`src/rtl/pipeline_stall_ctrl_pkg.sv`:
```
// pipeline_stall_ctrl_pkg: state encoding and opcode constants shared by the pipeline control blocks
package pipeline_stall_ctrl_pkg;
  typedef enum logic {RUN = 1'b0, BR_HOLD = 1'b1} state_e;
  localparam logic [6:0] OP_B = 7'b1100011;
endpackage

```
`src/rtl/pipeline_stall_ctrl_sat_counter.sv`:
```
// sat_counter: saturating up-counter with synchronous clear
module sat_counter #(
  parameter int W = 16
) (
  input  logic         clk,
  input  logic         rst_n,
  input  logic         inc,
  input  logic         clr,
  output logic [W-1:0] cnt
);
  logic [W-1:0] cnt_q, cnt_d;
  always_comb cnt_d = clr ? '0 : (inc && cnt_q != '1) ? cnt_q + 1'b1 : cnt_q;
  always_ff @(posedge clk)
    if (!rst_n) cnt_q <= '0;
    else cnt_q <= cnt_d;
  assign cnt = cnt_q;
endmodule

```
`src/rtl/pipeline_stall_ctrl.sv`:
```
// pipeline_stall_ctrl: load-use/branch hazard stall and redirect flush control with perf counters
module pipeline_stall_ctrl
  import pipeline_stall_ctrl_pkg::*;
#(
  parameter int CNT_W = 16
) (
  input  logic             clk,
  input  logic             rst_n,
  input  logic             load_stall,
  input  logic [1:0]       br_stall,
  input  logic             redirect,
  input  logic             cnt_clear,
  output logic             pc_write,
  output logic             ifid_write,
  output logic             idex_bubble,
  output logic             ifid_flush,
  output logic [CNT_W-1:0] stall_cycles,
  output logic [CNT_W-1:0] flush_count
);
  state_e state_q, state_d;
  logic   stall;
  // Reset and the hold cycle both force a stall regardless of inputs.
  always_comb begin
    stall       = !rst_n || state_q == BR_HOLD || br_stall[1] || br_stall[0] || load_stall;
    state_d     = (state_q == RUN && br_stall[1]) ? BR_HOLD : RUN;
    pc_write    = !stall;
    ifid_write  = !stall;
    idex_bubble = stall;
    ifid_flush  = !stall && redirect;
  end
  always_ff @(posedge clk)
    if (!rst_n) state_q <= RUN;
    else state_q <= state_d;
  sat_counter #(.W(CNT_W)) u_stall_cnt (
    .clk(clk), .rst_n(rst_n), .inc(idex_bubble), .clr(cnt_clear), .cnt(stall_cycles)
  );
  sat_counter #(.W(CNT_W)) u_flush_cnt (
    .clk(clk), .rst_n(rst_n), .inc(ifid_flush), .clr(cnt_clear), .cnt(flush_count)
  );
endmodule

```
`config.mk`:
```
export PLATFORM = sky130hd
export DESIGN_NAME = pipeline_stall_ctrl
export DESIGN_NICKNAME = d
export VERILOG_FILES = /design/src/rtl/pipeline_stall_ctrl_pkg.sv /design/src/rtl/pipeline_stall_ctrl_sat_counter.sv /design/src/rtl/pipeline_stall_ctrl.sv
export SDC_FILE = /design/constraint.sdc
export NUM_CORES = 1
export LEC_CHECK = 0
export CORE_MARGIN = 2
export CORE_UTILIZATION = 44
export DETAILED_ROUTE_END_ITERATION = 8
export GPL_ROUTABILITY_DRIVEN = 0
export PLACE_DENSITY = 0.75
export SLEW_MARGIN = 20
export SYNTH_ARGS = -nofsm -noshare
export SYNTH_HDL_FRONTEND = slang
export SYNTH_HIERARCHICAL = 1
export SYNTH_SLANG_ARGS = --single-unit
```
`constraint.sdc`:
```
create_clock -name clk -period 1.9 [get_ports clk]
set_input_delay 0.38 -clock clk [delete_from_list [all_inputs] [get_ports clk]]
set_output_delay 0.38 -clock clk [all_outputs]
set_load 0.02 [all_outputs]
```
# Word-level counts from Yosys, hierarchy flattened
# Index checks and enable logic that the tools add are counted.
[word_totals]
ff_bits = 33
in_bits = 7
output_inout_bits = 36
[classes]
bitwise_logic = 2
muxes = 1
add_sub_neg = 2
eq_ne = 2
n_reduce_logical = 11
[ops]
columns = ["operator", "n"]
rows = [
  ["16-bit by 1-bit adder with 16-bit output, second input constant", 2],
  ["16-bit != test, second input constant", 2],
  ["1-bit logical AND", 4],
  ["1-bit logical OR", 4],
  ["1-bit zero test", 2],
  ["1-bit inverter", 2],
  ["2-bit OR reduction", 1],
  ["1-bit two-way mux", 1],
]

# Depth between registers and ports, before layout
# Gate-level depths: netlist of run 1.
[depth]
depth_word = 8
depth_mapped = 6
mapped_depth_nobuf = 6

# Cells and area by module
# The synthesis of run 1 kept the hierarchy.
[by_module_without_submodules]
columns = ["mod", "cells_per_inst", "seq_area_each_um2", "area_per_inst_um2", "instances"]
rows = [
  ["sat_counter", 91, 320.3, 864.6, 2],
  ["pipeline_stall_ctrl", 9, 20.0, 75.1, 1],
]

# Least setup slack after synthesis of run 1
# OpenSTA, ideal clock, no wires.
[synth_path]
kind = "input -> register"
startpoint = "input br_stall[1]"
endpoint = "register u_flush_cnt.cnt_q[13] (netlist: u_flush_cnt/cnt[13])"
t_arrival_ns = 2.553
setup_slack_ns = -0.723
cell_stages = 6
setup_ns = 0.071
t_required_ns = 1.829
path_buffers = 0
path_cell_list = "nand2b_1 -> nor4_1 -> and4_2 -> nand3_4 -> or4_1 -> a21oi_1"
[synth_between]
elab_chain_len = 6
[synth_lines]
columns = ["element", "line_no", "text"]
rows = [
  ["from (decl)", "pipeline_stall_ctrl.sv:10", "input logic [1:0] br_stall,"],
  ["1-bit logical OR (3 in a row)", "pipeline_stall_ctrl.sv:24", "stall = !rst_n || state_q == BR_HOLD || br_stall[1] || br_stall[0] || load_stall;"],
  ["1-bit zero test", "pipeline_stall_ctrl.sv:29", "ifid_flush = !stall && redirect;"],
  ["1-bit logical AND", "pipeline_stall_ctrl.sv:29", ""],
  ["via ifid_flush", "pipeline_stall_ctrl.sv:16", "output logic ifid_flush,"],
  ["1-bit logical AND", "pipeline_stall_ctrl_sat_counter.sv:12", "always_comb cnt_d = clr ? '0 : (inc && cnt_q != '1) ? cnt_q + 1'b1 : cnt_q;"],
  ["to (signal assigned)", "pipeline_stall_ctrl_sat_counter.sv:15", "else cnt_q <= cnt_d;"],
  ["to (decl)", "pipeline_stall_ctrl_sat_counter.sv:11", "logic [W-1:0] cnt_q, cnt_d;"],
]
# The timed path passes the listed nets, and every way through them passes these cells.
# A chain may end at the register's enable or synchronous reset.

# Final worst setup path of run 1
[layout_path]
startpoint = "input br_stall[0]"
endpoint = "register u_stall_cnt.cnt_q[12] (netlist: u_stall_cnt/cnt[12])"
[layout_between]
elab_chain_len = 3
[layout_lines]
columns = ["element", "line_no"]
rows = [
  ["1-bit logical OR (2 in a row)", "pipeline_stall_ctrl.sv:24"],
  ["1-bit logical AND", "pipeline_stall_ctrl_sat_counter.sv:12"],
  ["to (signal assigned)", "pipeline_stall_ctrl_sat_counter.sv:15"],
  ["to (decl)", "pipeline_stall_ctrl_sat_counter.sv:11"],
]
# No other way between the ends.

==> impl_metrics.toml, run 1 <==
[synth]
ys_top_cells_by_area = "dfxtp_1 (37%), nand4_4 (4.7%), nor2_1 (4.4%)"
netlist_instances = 191
synthDistinctLibCells = 40
ys_warn_count = 6
ys.flop_type = "dfxtp_1"
seq_area_frac_synth_pct = 36.6
synth.avg_cell_area_sq_um = 9.45
ys_ff_latch = 33
syn_nets = 200
synthMostInstantiatedCell = "dfxtp_1"
yosysTopAreaCell = "dfxtp_1"
synth_common_cells = "dfxtp_1 (33), nor2_1 (21), nand2_1 (10)"
synth_edf_count = 0
synthArstFlopShare_pct = 0
synthesis.area_sq_um = 1800
synth_top_area_share_pct = 36.6

[job]
drv_cap = 0

[clock_tree]
cts_max_path_buffers = 2
clkTransAtPathRegs_ps = 60
cts_max_level = 2
numCtsBuffers = 5
worstSkewPairLatency_ps = 280
ctsHoldBuffers = 0
root_buffer = "clkbuf_8"
cts.sinks = 33
cts_tree = "done"

[grt]
globalRouteTotalUtil_pct = 19.3
grt_max_degree = 10
grt_pass1_vias = 1576
grt-ovfl-total = 0
grt_antenna_before_repair = 0
grt_pass1_wl_um = 6900

[setup_path]
required_ps = 2070
critPathKind = "in -> reg"
cp.arrival_ps = 2030
reg2reg_from = "state_q"
worstPathMaxFanout = 5
end_kind = "flip-flop"
reg2reg_to = "u_stall_cnt/cnt[12]"
worstPathCellList = "dlygate4sd2_1 > or4_4 > buf_4 > and4_2 > nor3b_1 > o211a_1"
regToRegSetupSlack_ps = 80
cp_top_family = "simple AND/OR/NAND/NOR gates"
start_kind = "primary input"
path_buf_inv = 2
slowest_stage = "or4_4"
ff2ff_path_depth = 6
cp_slowest_stage_delay_ps = 550

[power_and_ir_drop]
p_total_uw = 1300
irDropWorstVdd_mv = 0.425
powerDensity_nw_per_um2 = 514
p_leak_uw = 0.000957

[die]
die-area_sq_um = 4630
die_x_um = 68.0
rows = 23
initial_core_util_pct = 45.4
core_area_sq_um = 3970
num_io_pins = 43
die_y_um = 68.0

[sta]
hold_violations = 0
tightest_slew_ps = 514
worst_hold_slack_ps = 516
fin_crit_ps = 1860
slew_viol_final = 0
setup_viol_count_final = 0
fmax_mhz = 537
finalSetupTns_ps = 0
relSlewSlack_pct = 65.5
fin_worst_skew_ps = 5.03
finalWorstSetupSlack_ps = 39.1
final.period_utilization_pct = 97.9

[layout]
nets = 264
fin_cells = 305
areaGrowthSynthToFinish_pct = 40.5
drive_above_1_share_pct = 18.4
num_antenna_cells = 0

[placed_design]
port_buffers = 42
dpl.hpwl_um = 3000
placed_cells = 297
dpl_worst_slack_ps = -475

[route]
wl_per_cell_um = 13.3
num_vias = 1737
ant_nets = 0
drc = 0
postRouteWirelength_um = 4070
routed_via_density = 5.70
drt_iter0_markers = 67
first_pass_iters = 4

[worst_hold_path]
hold_depth = 3
holdCritPathClass = "in -> reg"
min_from = "br_stall[1]"
min_to = "state_q"

[run_status]
outcome = "complete, no violations"
[per-stage QoR]
stage	instance area, sq um	utilization, %
after floorplan	1840	-
after global placement	2430	61.3
after detailed placement	2430	61.3
after CTS	2520	63.4
after global routing	2530	63.8
final	2530	63.8
[worst reg2reg max path: cells and delay by family (launching register included)]
family / cells / cell delay (ps)
compound gates: 1 / 220
simple gates: 4 / 1020
buf+inv: 1 / 160
flops: 1 / 310
[where the power goes]
group / internal (uW) / leakage (uW) / switching [uW] / total (uW)
Combinational: 34.2 / 0.000646 / 37.7 / 71.9
Clock: 287 / 0.0000443 / 247 / 534
Sequential: 695 / 0.000267 / 3.01 / 698
Total: 1020 / 0.000957 / 287 / 1300
[sequential cells by signal, summed over array words and instances (netlist names)]
name / flops
u_flush_cnt/cnt: 16
state_q: 1
u_stall_cnt/cnt: 16
[repair_timing]
action | 4_1_cts | 5_1_grt
pin swaps | 1 | 1
gates resized for setup | 13 | 4
setup buffers | 1 | 0
endpoints found under the setup margin | 27 | 11
[cells by family (layout without fill, tap and decap cells)]
logic type / after synthesis / after routing / synth area share [%]
AO/OA/AOI/OAI: 44 / 44 / 20.5
XOR/XNOR: 8 / 8 / 3.88
adder cells (fa/ha/maj): 2 / 2 / 1.39
buffers and inverters: 8 / 72 / 1.87
flip-flops: 33 / 33 / 36.6
multiplexers: 2 / 2 / 1.11
AND/OR/NAND/NOR: 94 / 94 / 34.6
[placed cells by master (no fill, tap or decap), drive strengths merged]
master / count
clkdlybuf4s50: 33
dfxtp: 33
nor2: 21
buf: 19
nand2: 10
nand3: 10
dlygate4sd2: 8
o21ai: 8
a21oi: 8
nor4: 8
nand4: 8
clkbuf: 7
xor2: 6
and2: 6
nand2b: 6
o311ai: 6
o41ai: 6
and4: 6
inv: 5
or4: 5
or3: 4
o31ai: 4
nor3: 4
nor2b: 2
mux2i: 2
and3: 2
o31a: 2
o21a: 2
o211a: 2
o2111ai: 2
o211ai: 2
xnor2: 2
a41oi: 2
ha: 2
nor3b: 2
[worst max-delay path by stage]
stage	from	cells past startpoint	to
CTS	u_flush_cnt/cnt[3]	1	flush_count[3]
global placement	br_stall[0]	3	idex_bubble
global route	br_stall[0]	6	u_stall_cnt/cnt[12]
finish	br_stall[0]	6	u_stall_cnt/cnt[12]
detailed placement	rst_n	8	u_stall_cnt/cnt[14]
floorplan	rst_n	6	u_flush_cnt/cnt[13]
[layer usage]
| metal | vias up | part of all wire [%] | global-route usage, % |
|---|---|---|---|
| met4 | 0 | 1.7 | 7.75 |
| met5 | - | 0 | 0 |
| met2 | 56 | 44 | 29.5 |
| met3 | 6 | 5.7 | 3.78 |
| li1 | 869 | - | - |
| met1 | 806 | 48 | 26.6 |
[cell type report]
type / instances / area, sq um
Clock buffer: 7 / 86.3
Timing Repair Buffer: 60 / 541
Tap cell: 50 / 62.6
Inverter: 5 / 18.8
Sequential cell: 33 / 662
Multi-Input combinational cell: 150 / 1160
Fill cell: 338 / 1440
No activity file was read; power rests on OpenSTA's default activity.
==> run 2: changes to the inputs <==
Settings changed: CAP_MARGIN set to 25, CORE_UTILIZATION 44 to 45, PLACE_DENSITY 0.75 to 0.76, SYNTH_HIERARCHICAL 1 to unset.
==> impl_metrics.toml, run 2 <==
[sta]
slew_viol_final = 0
setup_viol_count_final = 0
fmax_mhz = 530
tightest_slew_ps = 366
finalSetupTns_ps = 0
final.period_utilization_pct = 99.3
relSlewSlack_pct = 75.4
fin_crit_ps = 1890
rsz0062_at_grt = "yes"
fin_worst_skew_ps = 10.3
hold_violations = 0

[synth]
synth_top_area_share_pct = 36.4
ys_warn_count = 0
seq_area_frac_synth_pct = 36.4
synthesis.area_sq_um = 1810
synth_common_cells = "dfxtp_1 (33), a21oi_1 (25), or4_1 (21)"
ys_ff_latch = 33
synthDistinctLibCells = 39
synth_edf_count = 0
synthArstFlopShare_pct = 0
synthMostInstantiatedCell = "dfxtp_1"
synth.avg_cell_area_sq_um = 8.32
ys.flop_type = "dfxtp_1"
syn_nets = 227
netlist_instances = 218
yosysTopAreaCell = "dfxtp_1"
ys_top_cells_by_area = "dfxtp_1 (36%), or4_1 (8.7%), o31ai_1 (7.9%)"

[clock_tree]
worstSkewPairLatency_ps = 290
clkTransAtPathRegs_ps = 70
cts_max_level = 2
cts_max_path_buffers = 2
root_buffer = "clkbuf_8"
cts.sinks = 33
numCtsBuffers = 5
cts_tree = "done"

[route]
ant_nets = 0
num_vias = 2073
routed_via_density = 6.04
postRouteWirelength_um = 5030
drc = 0
drt_iter0_markers = 140
first_pass_iters = 5
wl_per_cell_um = 14.7

[grt]
globalRouteTotalUtil_pct = 24.7
grt_pass1_vias = 1900
grt_max_degree = 15
grt_antenna_before_repair = 0
grt_pass1_wl_um = 8630
grt-ovfl-total = 0

[placed_design]
port_buffers = 42
placed_cells = 333
dpl.hpwl_um = 3620

[power_and_ir_drop]
switching_share_pct = 24.3
power_frac_seq_pct = 53.5
powerDensity_nw_per_um2 = 500
p_comb_share_pct = 6.3
cell_internal_pwr_uw = 987
irDropWorstVdd_mv = 0.300
p_leak_uw = 0.000893
p_clk_share_pct = 40.2
p_switching_uw = 316

[setup_path]
cp.arrival_ps = 2100
required_ps = 2120
ff2ff_path_depth = 4
start_kind = "primary input"
critPathKind = "in -> reg"
worstPathMaxFanout = 4
end_kind = "flip-flop"

[die]
initial_core_util_pct = 46.0
die-area_sq_um = 4550
die_y_um = 67.5
rows = 23
core_area_sq_um = 3940
die_x_um = 67.5
num_io_pins = 43

[worst_hold_path]
holdCritPathClass = "in -> reg"
hold_depth = 2

[layout]
fin_util_pct = 66.1
nets = 301
layout_common_cells = "buf_4 (38), clkdlybuf4s50_1 (33), dfxtp_1 (32)"
final_common_cell = "buf_4"
fin_cells = 343
drive_above_1_share_pct = 23.2
num_antenna_cells = 0
areaGrowthSynthToFinish_pct = 43.8

[run_status]
outcome = "complete, no violations"

[job]
drv_cap = 0
run 2: cell count changes after synthesis, moves of 6 or more:
| cell | before | now |
|---|---|---|
| and4_1 | 2 | 8 |
| xor2_1 | 6 | 0 |
| or4_1 | 5 | 21 |
| o31ai_1 | 4 | 19 |
| a21oi_1 | 8 | 25 |
| nand4_1 | 4 | 12 |
| nor2_1 | 21 | 4 |
| nand3_1 | 8 | 16 |
run 2: logic make-up after synthesis:
family / Yosys count / share of synthesized area (%)
simple gates: 105 / 35.7
compound gates: 58 / 20.0
flops: 33 / 36.4
buf+inv: 17 / 4.76
mux: 3 / 1.66
fa+ha+maj: 2 / 1.38
run 2: metal layers:
metal	track usage [%]	share of wire (%)	vias to the layer above
li1	-	-	1016
met1	33.8	46	982
met2	39.3	46	68
met3	4.83	5.9	7
met4	6.63	1.5	0
met5	0	0	-
run 2: worst paths after layout:
check | endpoint | startpoint | slack (ps)
max reg2reg | u_flush_cnt.cnt[13] | state_q | 60
max | u_flush_cnt.cnt[13] | br_stall[0] | 10
min | state_q | br_stall[1] | 370
min reg2reg | u_stall_cnt.cnt[13] | u_stall_cnt.cnt[13] | 510
run 2: final cells by class:
type,count,area (sq um)
clock buffer,5,68.8
clock inverter,3,17.5
fill,339,1340
inverter,4,15.0
multi-input combinational,168,1100
sequential,33,662
tap,50,62.6
timing repair buffer,80,677
run 2: power groups by stage:
stage	Sequential (uW)	Combinational, uW	Clock, uW
finish	698	82.0	523
global route	698	88.8	567
CTS	697	79.1	536
detailed placement	713	80.2	0
global placement	713	78.5	0
floorplan	716	36.0	0
run 2: what timing repair did:
item                       4_1_cts  5_1_grt
pin swaps                        4        2
setup buffers                    2        0
gates resized for setup         37        9
setup endpoints to repair       16       10
hold buffers                     0        0
run 2: worst max-delay path, stage by stage:
cell	delay (ps)
buf_6	100
or4b_4	540
or4_4	460
or4_1	480
a21oi_1	140
run 2: stage by stage:
step,total power (uW),area (sq um),setup WS [ps],hold WS [ps]
finish,1300,2610,12.7,371
global route,1350,2610,-23.3,374
CTS,1310,2600,-113,352
detailed placement,794,2490,-689,499
global placement,792,2490,-682,488
floorplan,752,1820,-104,516
